**config.mk**
```make
export PLATFORM = sky130hd
export DESIGN_NAME = lsu_mem_port
export DESIGN_NICKNAME = d
export VERILOG_FILES = /design/src/rtl/lsu_mem_port.sv
export SDC_FILE = /design/constraint.sdc
export NUM_CORES = 1
export LEC_CHECK = 0
export ABC_AREA = 1
export BUFFER_PORTS_ARGS = -buffer_cell sky130_fd_sc_hd__buf_2
export CAP_MARGIN = 20
export CELL_PAD_IN_SITES_DETAIL_PLACEMENT = 1
export CELL_PAD_IN_SITES_GLOBAL_PLACEMENT = 2
export CORE_MARGIN = 1
export CORE_UTILIZATION = 25
export CTS_CLUSTER_DIAMETER = 200
export CTS_CLUSTER_SIZE = 14
export DETAILED_ROUTE_END_ITERATION = 12
export PLACE_DENSITY = 0.88
export SETUP_SLACK_MARGIN = 0.4
export SLEW_MARGIN = 20
export SYNTH_ARGS = -nofsm -noshare
export SYNTH_HDL_FRONTEND = slang
export SYNTH_SLANG_ARGS = --single-unit
```
**constraint.sdc**
```tcl
create_clock -name clk -period 1.6 [get_ports clk]
set_input_delay 0.08 -clock clk [delete_from_list [all_inputs] [get_ports clk]]
set_output_delay 0.08 -clock clk [all_outputs]
set_load 0.05 [all_outputs]
```
**src/rtl/lsu_mem_port.sv**
```systemverilog
// Load/store port: one request at a time onto a variable-latency byte-enabled data bus.
// Latency: 3 cycles minimum (accept, bus+ack, response); response held until resp_ready, req_ready low while busy.
module lsu_mem_port #(
    parameter int DATA_W  = 32,
    parameter int ADDR_W  = 32,
    parameter int TIMEOUT = 255
) (
    input  logic              clk,
    input  logic              rst_n,
    input  logic              req_valid,
    output logic              req_ready,
    input  logic              req_write,
    input  logic              req_byte,
    input  logic [ADDR_W-1:0] req_addr,
    input  logic [DATA_W-1:0] req_wdata,
    output logic              resp_valid,
    input  logic              resp_ready,
    output logic [DATA_W-1:0] resp_data,
    output logic              resp_err,
    output logic              mem_req,
    output logic              mem_we,
    output logic [ADDR_W-1:0] mem_addr,
    output logic [3:0]        mem_be,
    output logic [DATA_W-1:0] mem_wdata,
    input  logic              mem_ack,
    input  logic [DATA_W-1:0] mem_rdata
);

    localparam int          CNT_W     = (TIMEOUT < 2) ? 1 : $clog2(TIMEOUT + 1);
    localparam int unsigned TO_LAST_I = (TIMEOUT > 0) ? TIMEOUT - 1 : 0;
    localparam logic [CNT_W-1:0] TO_LAST = CNT_W'(TO_LAST_I);
    localparam logic [CNT_W-1:0] CNT_MAX = '1;
    localparam bit          TO_EN     = (TIMEOUT != 0);

    typedef enum logic [1:0] {
        S_IDLE = 2'd0,
        S_BUS  = 2'd1,
        S_RESP = 2'd2
    } state_t;

    state_t            r_state;
    state_t            w_state_nxt;
    logic              r_write;
    logic              r_byte;
    logic [ADDR_W-1:0] r_addr;
    logic [DATA_W-1:0] r_wdata;
    logic [CNT_W-1:0]  r_cnt;
    logic [DATA_W-1:0] r_resp_data;
    logic              r_resp_err;

    logic              w_idle;
    logic              w_in_bus;
    logic              w_accept;
    logic              w_misalign;
    logic              w_bus_ack;
    logic              w_expire;
    logic [7:0]        w_lane_byte;
    logic [DATA_W-1:0] w_load_data;
    logic [DATA_W-1:0] w_ack_data;

    assign w_idle     = (r_state == S_IDLE);
    assign w_in_bus   = (r_state == S_BUS);
    assign w_accept   = req_valid & w_idle;
    assign w_misalign = ~req_byte & (req_addr[1:0] != 2'b00);
    assign w_bus_ack  = w_in_bus & mem_ack;
    // An ack in the expiry cycle takes priority, so expiry requires no ack.
    assign w_expire   = TO_EN & w_in_bus & ~mem_ack & (r_cnt == TO_LAST);

    assign w_lane_byte = mem_rdata[{r_addr[1:0], 3'b000} +: 8];
    assign w_load_data = r_byte ? {{(DATA_W-8){1'b0}}, w_lane_byte} : mem_rdata;
    assign w_ack_data  = r_write ? '0 : w_load_data;

    always_comb begin
        w_state_nxt = r_state;
        case (r_state)
            S_IDLE: begin
                if (w_accept) begin
                    w_state_nxt = w_misalign ? S_RESP : S_BUS;
                end
            end
            S_BUS: begin
                if (mem_ack || w_expire) begin
                    w_state_nxt = S_RESP;
                end
            end
            S_RESP: begin
                if (resp_ready) begin
                    w_state_nxt = S_IDLE;
                end
            end
            default: w_state_nxt = S_IDLE;
        endcase
    end

    always_ff @(posedge clk) begin
        if (!rst_n) begin
            r_state     <= S_IDLE;
            r_write     <= 1'b0;
            r_byte      <= 1'b0;
            r_addr      <= '0;
            r_wdata     <= '0;
            r_cnt       <= '0;
            r_resp_data <= '0;
            r_resp_err  <= 1'b0;
        end else begin
            r_state <= w_state_nxt;
            if (w_accept) begin
                r_write <= req_write;
                r_byte  <= req_byte;
                r_addr  <= req_addr;
                r_wdata <= req_wdata;
                r_cnt   <= '0;
                if (w_misalign) begin
                    r_resp_data <= '0;
                    r_resp_err  <= 1'b1;
                end
            end else if (w_in_bus) begin
                // Saturate so a disabled timeout never wraps the counter.
                if (!mem_ack && (r_cnt != CNT_MAX)) begin
                    r_cnt <= r_cnt + 1'b1;
                end
                if (w_bus_ack) begin
                    r_resp_data <= w_ack_data;
                    r_resp_err  <= 1'b0;
                end else if (w_expire) begin
                    r_resp_data <= '0;
                    r_resp_err  <= 1'b1;
                end
            end
        end
    end

    assign req_ready  = w_idle;
    assign resp_valid = (r_state == S_RESP);
    assign resp_data  = resp_valid ? r_resp_data : '0;
    assign resp_err   = resp_valid & r_resp_err;

    // Bus outputs are only driven while the request is outstanding.
    assign mem_req   = w_in_bus;
    assign mem_we    = w_in_bus & r_write;
    assign mem_addr  = w_in_bus ? {r_addr[ADDR_W-1:2], 2'b00} : '0;
    assign mem_be    = !w_in_bus ? 4'b0000 :
                       r_byte    ? (4'b0001 << r_addr[1:0]) : 4'b1111;
    assign mem_wdata = !w_in_bus ? '0 :
                       r_byte    ? {(DATA_W/8){r_wdata[7:0]}} : r_wdata;

endmodule

```
==> metrics.cfg <==
[die]
fp.coreArea_mm2 = 0.0204
start_util_pct = 25.6
chipWidth_um = 147
die_area_mm2 = 0.0215
std_cell_rows = 52
chipHeight_um = 147
io_pins = 208

[pwr]
ir_drop_uv = 545
p_leak_nw = 4.51
power_density_mw_per_mm2 = 725

[timing]
final.setup.worst_slack_ns = -0.0515
tightest_slew_ns = 0.543
hold_viol_final = 0
setup_viol = 82
maxSlewHeadroom_pct = 63.8
rsz0062_at_grt = true
fmax_ghz = 0.606
fin_crit_sh_pct = 103
slew_viol_final = 0
finalCriticalPeriod_ns = 1.65
finClkSkew_ns = 0.0153

[worst_setup_path]
endpoint_kind = output port
path_cells = inv_2, nor2_4, inv_8, buf_12, buf_16, a21oi_4, buf_8
reg2reg_depth = 10
cp-start-kind = register
cp.required_ns = 1.52
cpLargestDelayFamily = buffers and inverters
r2r_start = r_state[0]
slowest_delay_ns = 0.36
r2r-end = r_wdata[11]
crit_buf_inv = 5
criticalPathCategory = reg2out
rrSetupSlack_ns = -0.05
worst_ep_arrival_time_ns = 1.57
critPathMaxFanout = 6
cpMaxStageDelayCell = dfxtp_4

[drt]
dr.pass1.iters = 4
vias_per_cell = 4.92
drtIter0Drc = 241
drc = 0
wl_um = 30500
postRouteAntennaNets = 0
wl_per_cell_um = 21.8
via_count = 6889

[layout]
drive_gt1_share_pct = 58.9
final_cell_mix = nand2_1 (113), buf_2 (102), dfxtp_1 (100)
fin_nets = 1229
area_growth_syn_to_layout_pct = 129
final_util_pct = 58.7
layout_commonest_cell = nand2_1

[placement]
place_ws_ns = 0.132
port_buffers = 205
dp_hpwl_um = 14200
place.gp.congestion = 0.796

[hold_path]
hold_start = mem_rdata[30]
worstHoldPathType = in2reg
whs_endpoint = r_resp_data[30]
hold_depth = 3

[yosys]
ys_seq_area_share_pct = 41.8
synth_xor_area_share_pct = 0.336
synth_warnings = 0
synth.distinct_cells = 28
synth_compound_area_share_pct = 18.7
yosys.area_share.simple_pct = 26.2
synth_fa_ha_area_share_pct = 0.479
syn_inst = 777
syn_avg_cell_area_um2 = 6.72
synth_top_family_by_area = simple AND/OR/NAND/NOR gates
synth_seq_cells = 109
synth_mux_area_share_pct = 0
syn_area_mm2 = 0.00522

[cts]
htree_levels = 3
worstSkewPairLatency_ns = 0.37
numClockSinks = 109
cts_tree = yes
clock_path_buffers = 2
cts_root_buf = clkbuf_16
cts_buffers = 9
cts.reportedPaths.clkPinSlew_ns = 0.07

[status]
violations = negative setup slack
status = finished with violations

[global_route]
grt_pass1_wl_um = 41000
grt_overflow = 0
grt_max_degree = 43
grt_antenna_before_repair = 2
track_usage_pct = 24.9
grt_pass1_vias = 7397

[run]
cap_violations = 0

[tightest hold or removal path, delay by kind of cell]
family                 cells  cell delay (ns)
buffers and inverters      1             0.12
and+or+nand+nor            1             0.08
AOI/OAI and AO/OA          1             0.05
[metrics by stage]
stage                     total power [mW]  hold slack [ns]  std cells  instance area, µm²  setup TNS (ns)
after CTS                             8.06         0.000566       1378               10900           -1.46
after global routing                  8.96           0.0130       1399               12000           -8.01
after detailed placement              4.87            0.328       1232                7730               0
after floorplan                       4.41            0.214        778                6460               0
after global placement                4.83            0.317       1232                7730               0
final                                 8.66           0.0145       1401               12000           -1.90
[power breakdown]
part / switching [mW] / internal, mW
Combinational: 1.88 / 1.48
Sequential: 0.145 / 2.90
Clock: 1.15 / 1.11
Total: 3.17 / 5.49
[how the worst max path moves through the flow]
stage                          start             end  depth (start not counted)
after floorplan           r_state[0]    mem_addr[19]                          6
after CTS                 r_state[0]    mem_wdata[9]                          7
final                     r_state[0]    mem_wdata[9]                          7
after detailed placement  r_state[0]  r_resp_data[7]                          8
after global routing      r_state[0]     r_wdata[11]                         10
after global placement      r_cnt[0]        r_cnt[3]                          8
[timing repair]
| action | 4_1_cts | 5_1_grt |
|---|---|---|
| endpoints found under the hold margin | 75 | 0 |
| hold buffers | 75 | 0 |
| setup endpoints to repair | 168 | 212 |
| pin swaps | 52 | 52 |
| cloned | 21 | 11 |
| gates resized for setup | 376 | 165 |
| setup buffers | 34 | 10 |
[synth_stat cells]
cell type / number / area, µm²
a21oi_1: 99 / 495
a21oi_2: 13 / 114
a21oi_4: 1 / 16.3
buf_1: 1 / 3.75
buf_2: 12 / 60.1
buf_4: 2 / 15.0
buf_6: 9 / 101
clkbuf_1: 22 / 82.6
clkbuf_2: 3 / 15.0
clkinv_1: 3 / 11.3
conb_1: 1 / 3.75
dfxtp_1: 109 / 2180
ha_1: 2 / 25.0
inv_1: 91 / 342
inv_2: 5 / 18.8
nand2_1: 152 / 571
nand2_2: 3 / 18.8
nand2_4: 1 / 11.3
nand3_1: 37 / 185
nand3_4: 1 / 17.5
nand4_1: 2 / 12.5
nor2_1: 130 / 488
nor2_2: 2 / 12.5
nor2_4: 4 / 45.0
o21ai_0: 68 / 340
o21ai_2: 1 / 8.76
or2_2: 1 / 6.26
xor2_1: 2 / 17.5
[area by class of cell]
class,count,area [µm²]
Clock buffer,10,239
Timing Repair Buffer,382,4330
Antenna cell,2,5.00
Multi-Input combinational cell,522,4370
Sequential cell,109,2200
Fill cell,2180,8410
Tap cell,270,338
Inverter,99,418
Timing Repair inverter,1,11.3
Clock inverter,6,43.8
[state kept, by name, summed over array words and instances (netlist names)]
name	count
r_resp_data	32
r_state	2
r_wdata	32
r_addr	32
r_cnt	8
r_resp_err	1
r_write	1
r_byte	1
[per-layer routing]
metal	part of all wire [%]	routed length, µm	vias up	global-route usage, %
met5	0	0	-	0
met4	3.8	1170	0	10.8
met3	5.0	1510	77	4.50
met2	54	16500	274	46.4
met1	37	11300	3388	27.5
li1	-	-	3150	-
[kinds of logic after synthesis]
family / Yosys count
adders and majority gates: 2
buffers and inverters: 148
DFF: 109
other: 1
AOI/OAI and AO/OA: 182
xor gates and xnor gates: 2
and+or+nand+nor: 333
Note: power is estimated with default switching activity, not from simulation.
